### src/rtl/mul_seq_pkg.sv
// Shared types and constants for the sequential shift-and-add multiplier.
package mul_seq_pkg;

   typedef enum logic [1:0] {
      IDLE = 2'd0,
      RUN  = 2'd1,
      DONE = 2'd2
   } mul_state_t;

   localparam int MUL_WIDTH_DEFAULT = 16;

endpackage

### src/rtl/and_bus.sv
// Partial-product generator: each output bit is one 2-input AND gate between a vector bit and a shared select bit.
module and_bus #(
   parameter int W = 32
) (
   input  logic [W-1:0] vec,
   input  logic         sel,
   output logic [W-1:0] prod
);

   genvar i;
   generate
      for (i = 0; i < W; i++) begin : g_and
         assign prod[i] = vec[i] & sel;
      end
   endgenerate

endmodule

### src/rtl/mul_seq.sv
// Unsigned shift-and-add multiplier, one partial product per clock, start/busy/done handshake.
// Define MUL_SEQ_EARLY_EXIT_EN to end the run as soon as the remaining multiplier bits are all zero.
module mul_seq
   import mul_seq_pkg::*;
#(
   parameter int WIDTH = MUL_WIDTH_DEFAULT
) (
   input  logic               clk,
   input  logic               rst_n,
   input  logic               start,
   input  logic [WIDTH-1:0]   a,
   input  logic [WIDTH-1:0]   b,
   output logic               busy,
   output logic               done,
   output logic [2*WIDTH-1:0] out
);

   localparam int PW = 2 * WIDTH;
   localparam int CW = (WIDTH > 1) ? $clog2(WIDTH) : 1;

   mul_state_t      state;
   logic [PW-1:0]   mcand;
   logic [PW-1:0]   acc;
   logic [PW-1:0]   pp;
   logic [PW-1:0]   acc_next;
   logic [WIDTH-1:0] mplier;
   logic [WIDTH-1:0] mplier_next;
   logic [CW-1:0]   count;
   logic            last_step;

   and_bus #(.W(PW)) u_pp (
      .vec  (mcand),
      .sel  (mplier[0]),
      .prod (pp)
   );

   assign acc_next    = acc + pp;
   assign mplier_next = mplier >> 1;

`ifdef MUL_SEQ_EARLY_EXIT_EN
   // Once no set multiplier bits remain, further steps would only add zero.
   assign last_step = (count == CW'(WIDTH - 1)) || (mplier_next == '0);
`else
   assign last_step = (count == CW'(WIDTH - 1));
`endif

   always_ff @(posedge clk) begin
      if (!rst_n) begin
         state  <= IDLE;
         mcand  <= '0;
         mplier <= '0;
         acc    <= '0;
         count  <= '0;
         out    <= '0;
      end else begin
         case (state)
            IDLE, DONE: begin
               if (start) begin
                  mcand  <= {{WIDTH{1'b0}}, a};
                  mplier <= b;
                  acc    <= '0;
                  count  <= '0;
                  state  <= RUN;
               end else begin
                  state  <= IDLE;
               end
            end
            RUN: begin
               acc    <= acc_next;
               mcand  <= mcand << 1;
               mplier <= mplier_next;
               count  <= count + 1'b1;
               if (last_step) begin
                  out   <= acc_next;
                  state <= DONE;
               end
            end
            default: state <= IDLE;
         endcase
      end
   end

   assign busy = (state == RUN);
   assign done = (state == DONE);

endmodule

### config.mk
export PLATFORM = sky130hd
export DESIGN_NAME = mul_seq
export DESIGN_NICKNAME = d
export VERILOG_FILES = /design/src/rtl/mul_seq_pkg.sv /design/src/rtl/and_bus.sv /design/src/rtl/mul_seq.sv
export SDC_FILE = /design/constraint.sdc
export NUM_CORES = 1
export LEC_CHECK = 0
export BUFFER_PORTS_ARGS = -buffer_cell sky130_fd_sc_hd__buf_2
export CELL_PAD_IN_SITES_DETAIL_PLACEMENT = 0
export CELL_PAD_IN_SITES_GLOBAL_PLACEMENT = 1
export CORE_AREA = 2 2 117 119
export DETAILED_ROUTE_END_ITERATION = 10
export DIE_AREA = 0 0 119 121
export GPL_ROUTABILITY_DRIVEN = 0
export GPL_TIMING_DRIVEN = 1
export PLACE_DENSITY_LB_ADDON = 0.1
export SLEW_MARGIN = 20
export SYNTH_ARGS = -nofsm -noshare
export SYNTH_HDL_FRONTEND = slang
export SYNTH_SLANG_ARGS = --single-unit
### constraint.sdc
create_clock -name clk -period 5 [get_ports clk]
set_input_delay 0.75 -clock clk [delete_from_list [all_inputs] [get_ports clk]]
set_output_delay 0.75 -clock clk [all_outputs]
set_load 0.005 [all_outputs]
# == After elaboration in Yosys (flattened, before gate mapping) ==
# Cells that the tools add are included.
# classes
n_eq_ne,5
mux,11
add_sub_neg,2
reduce_logical,5
bitwise,32
# ops
op,n
32-bit one-hot mux with 2 select lines,2
32-bit two-way mux,2
32-bit adder,1
1-bit AND,32
16-bit one-hot mux with 2 select lines,1
16-bit two-way mux,1
4-bit one-hot mux with 2 select lines,1
"4-bit by 1-bit adder with 4-bit output, second input constant",1
"4-bit equality test, second input constant",1
4-bit two-way mux,1
2-bit one-hot mux with 2 select lines,1
2-bit AND reduction,2
"2-bit by 1-bit equality test with 1-bit output, second input constant",1
"2-bit equality test, second input constant",1
2-bit logical NOT,1
2-bit two-way mux,1
"2-bit by 1-bit != test with 1-bit output, second input constant",1
"2-bit != test, second input constant",1
2-bit nonzero test,1
2-bit OR reduction,1
1-bit two-way mux,1
# word_totals
wordCells,61
inputBits,35
regBits,118
out_inout_bits,34

# == Logic depth before layout (Yosys ltp) ==
# Gate-level depths: netlist of the first run.
# logic_depth
depth_word,4
depth_mapped,12
mapped_depth_nobuf,11

# == Modules after synthesis ==
# A second synthesis of the first run with hierarchy kept.
# unflattened
hier_cells,712
hier_area_um2,6189.7
# modules_own_cells
module,n_inst,seq_area_each_um2,cells_per_inst,area_each_um2
mul_seq,1,2362.3,677,5934.4
and_bus,1,0.0,35,255.2

# == Worst setup path after synthesis of the first run ==
# Ideal clock, no wire load.
# synth_timing
kind,reg2reg
from,reg mplier[0]
to,reg acc[31]
t_required_ns,4.883
path_stages_with_launch,11
setup_slack_ns,2.214
period_less_slack_ns,2.786
arrival_ns,2.668
setup_ns,0.117
path_buffers,1
cell_sequence,dfxtp_1 clkbuf_1 and2_1 ha_1 and2_4 a222oi_1 o221ai_2 nor3_4 nor4_2 or3_1 a32o_1
# synth_via
elab_chain_len,3
word_cells_on_any_way,34
classes_between,add/sub (1); mux (1); bitwise (32)
# synth_rtl
item,line_no,rtl
start: declaration,mul_seq.sv:26,logic [WIDTH-1:0] mplier;
start signal: assignment,mul_seq.sv:71,mplier <= mplier_next;
1-bit AND,and_bus.sv:13,assign prod[i] = vec[i] & sel;
32-bit adder (*),mul_seq.sv:37,assign acc_next = acc + pp;
32-bit one-hot mux with 2 select lines (*),mul_seq.sv:56,case (state)
end signal: assignment,mul_seq.sv:69,acc <= acc_next;
end: declaration,mul_seq.sv:23,logic [PW-1:0] acc;
# Mark *: on every way between the ends. The rest lies on a longest branch, timed or not.
# A chain may end at the register's enable or synchronous reset.

# == Worst setup path in the final report of the first run ==
# Ends and elaborated chain as after synthesis.

==> results of run 1 <==
==> metal layers <==
layer	vias up	GRT usage	wire length (microns)	share of wire
met4	0	0.0975	345	0.022
met5	-	0	0	0
met3	20	0.0526	669	0.043
li1	2730	-	-	-
met1	2566	0.297	7550	0.48
met2	139	0.350	7100	0.45
==> flip-flops by register name, summed over array words and instances, names as in the netlist <==
| signal | count |
|---|---|
| count | 4 |
| state | 2 |
| mcand | 32 |
| out | 32 |
| mplier | 16 |
| acc | 32 |
==> per-stage QoR <==
step	util	cells
2_1_floorplan	-	731
3_3_place_gp	0.493	934
3_5_place_dp	0.493	934
4_1_cts	0.542	965
5_1_grt	0.542	965
6_report	0.542	965
==> cell usage after synthesis (2+ instances only) <==
master      n
or2_2       2
o211ai_1    4
inv_1       8
a211oi_1   11
nand4b_1    2
a22o_1      8
a31oi_1     2
nor3_1      6
nand4_1     7
xnor2_1    18
a21o_1      9
a32o_1      3
o21bai_1    5
or3_1       5
nor2b_1     6
o21ai_1     6
ha_1       32
and2_1     36
and3_1      2
a21oi_1    80
nand3_1    20
o21a_1      2
nand2_1   107
o21ai_0    28
o311ai_0    2
nor2_1     56
a22oi_1    59
nand2b_1    2
dfxtp_1   118
xor2_1      8
clkbuf_1   45
o211a_1     2
o221ai_1    2
==> final cells by class <==
type,count,area share
multi-input combinational,558,0.488
tap,176,0.0310
inverter,9,0.00476
clock inverter,9,0.0245
timing repair buffer,73,0.0533
sequential,118,0.333
clock buffer,22,0.0654
==> path summary, 6_finish.rpt <==
| check | start | end | slack (ps) | cells past startpoint |
|---|---|---|---|---|
| setup / recovery | mplier[0] | acc[31] | 1480 | 9 |
| hold / removal | out[6] | out[6] | 450 | 2 |
| setup reg to reg | mplier[0] | acc[31] | 1480 | 9 |
| hold reg to reg | out[6] | out[6] | 450 | 2 |
==> critical path, cell delays in order, from the launching register on <==
cell and delay (ps):
dfxtp_1 850, and2_1 250, ha_1 300, and2_4 200, a222oi_1 450, o221ai_2 200
nor3_4 360, nor4_2 130, or3_1 380, a32o_1 260
==> kinds of logic after synthesis <==
group,count (synthesis)
simple gates,262
flops,118
buf+inv,55
xor+xnor,26
fa+ha+maj,33
compound gates,237
==> layout by cell type (no fill, tap or decap), types with 3 or more instances in the layout <==
| cell type | instances |
|---|---|
| dfxtp_1 | 118 |
| nand2_1 | 107 |
| a21oi_1 | 80 |
| buf_2 | 68 |
| a22oi_1 | 59 |
| nor2_1 | 53 |
| and2_1 | 36 |
| ha_1 | 32 |
| o21ai_0 | 28 |
| nand3_1 | 20 |
| xnor2_1 | 18 |
| clkbuf_16 | 17 |
| a211oi_1 | 11 |
| a21o_1 | 9 |
| xor2_1 | 8 |
| a22o_1 | 8 |
| nand4_1 | 7 |
| inv_1 | 7 |
| o21ai_1 | 6 |
| nor2b_1 | 5 |
| o21bai_1 | 5 |
| or3_1 | 5 |
| nor3_1 | 5 |
| bufinv_16 | 5 |
| buf_4 | 5 |
| o211ai_1 | 4 |
| a32o_1 | 3 |
| clkbuf_1 | 3 |
| clkinv_2 | 3 |
==> power by group <==
part           internal [mW]  total [mW]  switching, mW
sequential             0.962       0.981         0.0185
clock                  0.905        1.33          0.421
combinational         0.0400       0.131         0.0907
total                   1.91        2.44          0.531
==> impl_metrics.csv, run 1 <==
group,metric,value,unit
clocking,cts_setup_buffers,0,
sta,setup_ws,1480,ps
detailed_routing,vias,5455,
critical_path,startpoint_type,"flop",
floorplan,die-area,14400,sq um
place,dp_slack,1520,ps
floorplan,ios,69,
critical_path,end_kind,"flop",
sta,setup_viol,0,
sta,rsz0062_at_grt,"false",
sta,min_period,3520,ps
yosys,synth_warnings,0,
power,ir_drop,0.179,mV
sta,skew,6.85,ps
sta,post-route-period-util,0.704,
finish,final_cell_area,7090,sq um
yosys,synth_nets,799,
finish,multiInputGateArea,3460,sq um
critical_path,cp_data_required_time,5310,ps
floorplan,placementRows,42,
flow_run,max_cap_viol_count,0,
yosys,synth-async-reset-ratio,0,
floorplan,coreArea,13100,sq um
critical_path,worstPathMaxFanout,33,
sta,fmax,284,MHz
yosys,synth-seq-area-share,0.393,
global_route,grt_pass1_wl,25800,microns
yosys,yosys.cell_types.count,61,
clocking,htree_levels,4,
sta,slew_headroom,0.304,
yosys,synth_top_family_by_area,"compound AO/OA/AOI/OAI gates",
yosys,avgSynthCellArea,8.22,sq um
floorplan,chipHeight,121,microns
sta,finalMaxSlewViolations,0,
clocking,cts_buffer_depth,2,
detailed_routing,routed_wl,15700,microns
sta,holdWs,449,ps
power,power,2.44,mW
global_route,grt_max_degree,52,
detailed_routing,antenna_left,0,
yosys,yosys.area_share.simple,0.207,
clocking,ctsResizeCount,0,
clocking,cts_tree,"built",
clocking,insertion_delay,420,ps
power,leakage,2.92,nW
floorplan,die_x,119,microns
yosys,synth_compound_gate_area_share,0.257,
yosys,synth-edff-count,0,
yosys,post-synth-top-area-fraction,0.393,
critical_path,worstSetupPathType,"flop to flop",
global_route,grt_use_total,0.224,
yosys,netlist_top_cells_area,"dfxtp_1 39%, a22oi_1 7.4%, nand2_1 6.7%",
clocking,clk_pin_slew,50,ps
detailed_routing,drcViolationCount,0,
finish,nNetsFinal,845,
finish,regArea,2360,sq um
critical_path,critical_path_arrival,3830,ps
detailed_routing,dr.first_iter.drc_count,286,
worst_hold_path,hp-class,"flop to flop",
global_route,grt_pass1_vias,5181,
place,placed_cell_area,6450,sq um
clocking,root_buffer,"clkbuf_16",
yosys,netlist_instances,731,
sta,final_hold_viol_count,0,
detailed_routing,via_per_inst,5.65,
yosys,synth_mux_area_frac,0,
yosys,synth_area,6010,sq um
power,power.density,344,nW/um^2
detailed_routing,avgRoutedWirePerCell,16.2,microns
finish,synthToLayoutAreaGrowth,18.0,%
clocking,cts_made_buffers,17,
yosys,synthAdderAreaFrac,0.0699,
clocking,cts_hold_buf,0,
yosys,synth-seq-cells,118,
floorplan,initial_core_util,0.459,
clocking,clock-sinks,118,
global_route,antenna_found_initial,0,
sta,worstMarginPinSlew,1040,ps
global_route,grt_overflow,0,
yosys,synth-main-ff-cell,"dfxtp_1",
yosys,synth_top_cell_by_area,"dfxtp_1",
finish,fillers,1258,
yosys,synth_xor_area_frac,0.0379,
run_status,outcome,"finished, final reports clean",
finish,num_antenna_cells,0,
place,place_hpwl,10700,microns
finish,layout-drive-gt1-share,0.151,
place,portBuffers,68,
detailed_routing,dr.pass1.iters,5,
sta,finalSetupTns,0,ps
Power figures use the tool's default switching activity.
==> run 2: changes to the inputs <==
- CORE_AREA: 2 2 117 119 -> 2 2 120 122
- DIE_AREA: 0 0 119 121 -> 0 0 122 124
- clock period: 5 -> 3.6 ns (I/O delays scaled with it)
==> run 2 against run 1 <==
Against the previous run:
- total power up 39%
- sequential cell count unchanged
- clock skew down 2.6 ps
- combinational power up 47%
- final cell count up 1.2%
- design area up 0.92%
- die area up 5.1%
- hold slack worse by 58 ps
- maximum frequency up 12%
- routed wire length up 0.55%
==> impl_metrics.csv, run 2 (synthesized netlist as in run 1, its figures left out) <==
group,metric,value,unit
finish,synthToLayoutAreaGrowth,19.1,%
global_route,grt_max_degree,41,
sta,post-route-period-util,0.870,
critical_path,cp_data_required_time,3900,ps
floorplan,initial_core_util,0.438,
global_route,grt_pass1_vias,4986,
finish,final_common_cell,"dfxtp_1",
finish,fin_cells,977,
detailed_routing,dr.first_iter.drc_count,310,
detailed_routing,drcViolationCount,0,
critical_path,crit_chain,"buf_4, and2_1, ha_1, and2_4, a222oi_1, o221ai_2, nor3_4, nor4_2, or3_1, a32o_1",
detailed_routing,via_per_inst,5.62,
detailed_routing,vias,5493,
worst_hold_path,whs_path_depth,3,
critical_path,path_buf_inv,1,
floorplan,placementRows,43,
sta,fmax,319,MHz
run_status,outcome,"finished, final reports clean",
sta,finalSetupTns,0,ps
clocking,cts_buffer_depth,2,
finish,final_cell_mix,"118 x dfxtp_1, 107 x nand2_1, 80 x a21oi_1, 68 x buf_2, 59 x a22oi_1",
critical_path,end_kind,"flop",
clocking,cts_hold_buf,0,
critical_path,cpMaxStageDelayCell,"a222oi_1",
power,ir_drop,0.272,mV
worst_hold_path,hp-class,"input port to flop",
floorplan,die-area,15100,sq um
place,portBuffers,68,
clocking,cts_made_buffers,17,
critical_path,worstReg2RegStart,"mplier[0]",
worst_hold_path,holdCritStartpoint,"b[15]",
floorplan,chipHeight,124,microns
finish,fillers,1359,
clocking,root_buffer,"clkbuf_16",
sta,setup_viol,0,
critical_path,worstReg2RegEnd,"acc[31]",
sta,final_hold_viol_count,0,
finish,nNetsFinal,854,
critical_path,rrSetupSlack,470,ps
critical_path,worst-path-stages,10,
place,dp.cells,947,
critical_path,crit_family,"simple AND/OR/NAND/NOR gates",
clocking,insertion_delay,410,ps
floorplan,ios,69,
finish,final_cell_area,7160,sq um
finish,num_antenna_cells,0,
clocking,clk_pin_slew,50,ps
place,place_hpwl,10900,microns
floorplan,die_x,122,microns
critical_path,critical_path_arrival,3440,ps
finish,reg.largest.list,"acc x32, mcand x32, out x32",
floorplan,coreArea,13700,sq um
place,placed_cell_area,6520,sq um
sta,worstMarginPinSlew,762,ps
critical_path,startpoint_type,"flop",
flow_run,max_cap_viol_count,0,
power,power.density,472,nW/um^2
worst_hold_path,hold_end,"mplier[15]",
clocking,cts_setup_buffers,0,
global_route,antenna_found_initial,0,
detailed_routing,antenna_left,0,
sta,finalMaxSlewViolations,0,
global_route,grt_overflow,0,
global_route,grt_pass1_wl,25200,microns
sta,rsz0062_at_grt,"false",
detailed_routing,avgRoutedWirePerCell,16.1,microns
critical_path,max_stage_delay,460,ps
clocking,cts_tree,"built",
sta,min_period,3130,ps
power,leakage,2.96,nW
detailed_routing,dr.pass1.iters,6,
detailed_routing,routed_wl,15700,microns
critical_path,worstSetupPathType,"flop to flop",
critical_path,worstPathMaxFanout,22,
finish,layout-drive-gt1-share,0.162,
clocking,htree_levels,4,
sta,skew,4.23,ps
clocking,ctsResizeCount,0,
clocking,clock-sinks,118,
global_route,grt_use_total,0.213,
critical_path,reg2reg_depth,10,
sta,slew_headroom,0.491,
## run 2: changes by cell type in the layout (fill, tap and decap cells not counted), sizes merged
cell      change
clkinv        -2
bufinv        -1
clkinvlp      +2
buf           +9
## run 2: final cells by class
class,instances,area (sq um),area share
flip-flops and latches,118,2360,0.330
multi-input cells,558,3450,0.482
clock inverters,8,145,0.0203
repair buffers,82,445,0.0622
clock buffers,22,494,0.0690
inverters,9,33.8,0.00472
well taps,180,225,0.0315
## run 2: per-layer routing
layer | GRT usage | routed length [microns] | up-vias
li1 | - | - | 2740
met1 | 0.290 | 7740 | 2589
met2 | 0.331 | 7020 | 152
met3 | 0.0549 | 814 | 12
met4 | 0.0704 | 170 | 0
met5 | 0 | 0 | -
## run 2: report_power, final
group / switching (mW) / internal, mW
registers: 0.0204 / 1.34
clock network: 0.592 / 1.24
logic: 0.131 / 0.0616
## run 2: worst max path at each step
stage	from	to	slack, ps
finish	mplier[0]	acc[31]	470
global route	mplier[0]	acc[31]	290
CTS	mplier[0]	acc[31]	500
detailed placement	mplier[0]	acc[31]	520
global placement	mplier[0]	acc[31]	590
floorplan	mplier[0]	acc[31]	810
## run 2: stage by stage
step,util,hold slack [ps],setup WS [ps],power (mW)
after CTS,0.522,367,502,3.41
after global placement,0.475,439,593,1.57
final,0.522,391,468,3.38
after detailed placement,0.475,445,521,1.58
after floorplan,-,430,814,1.50
after global routing,0.522,397,286,3.49
## run 2: tightest hold or removal path, cell delays in order
cell and delay (ps):
buf_2 80, a22oi_1 70, nor2_1 80
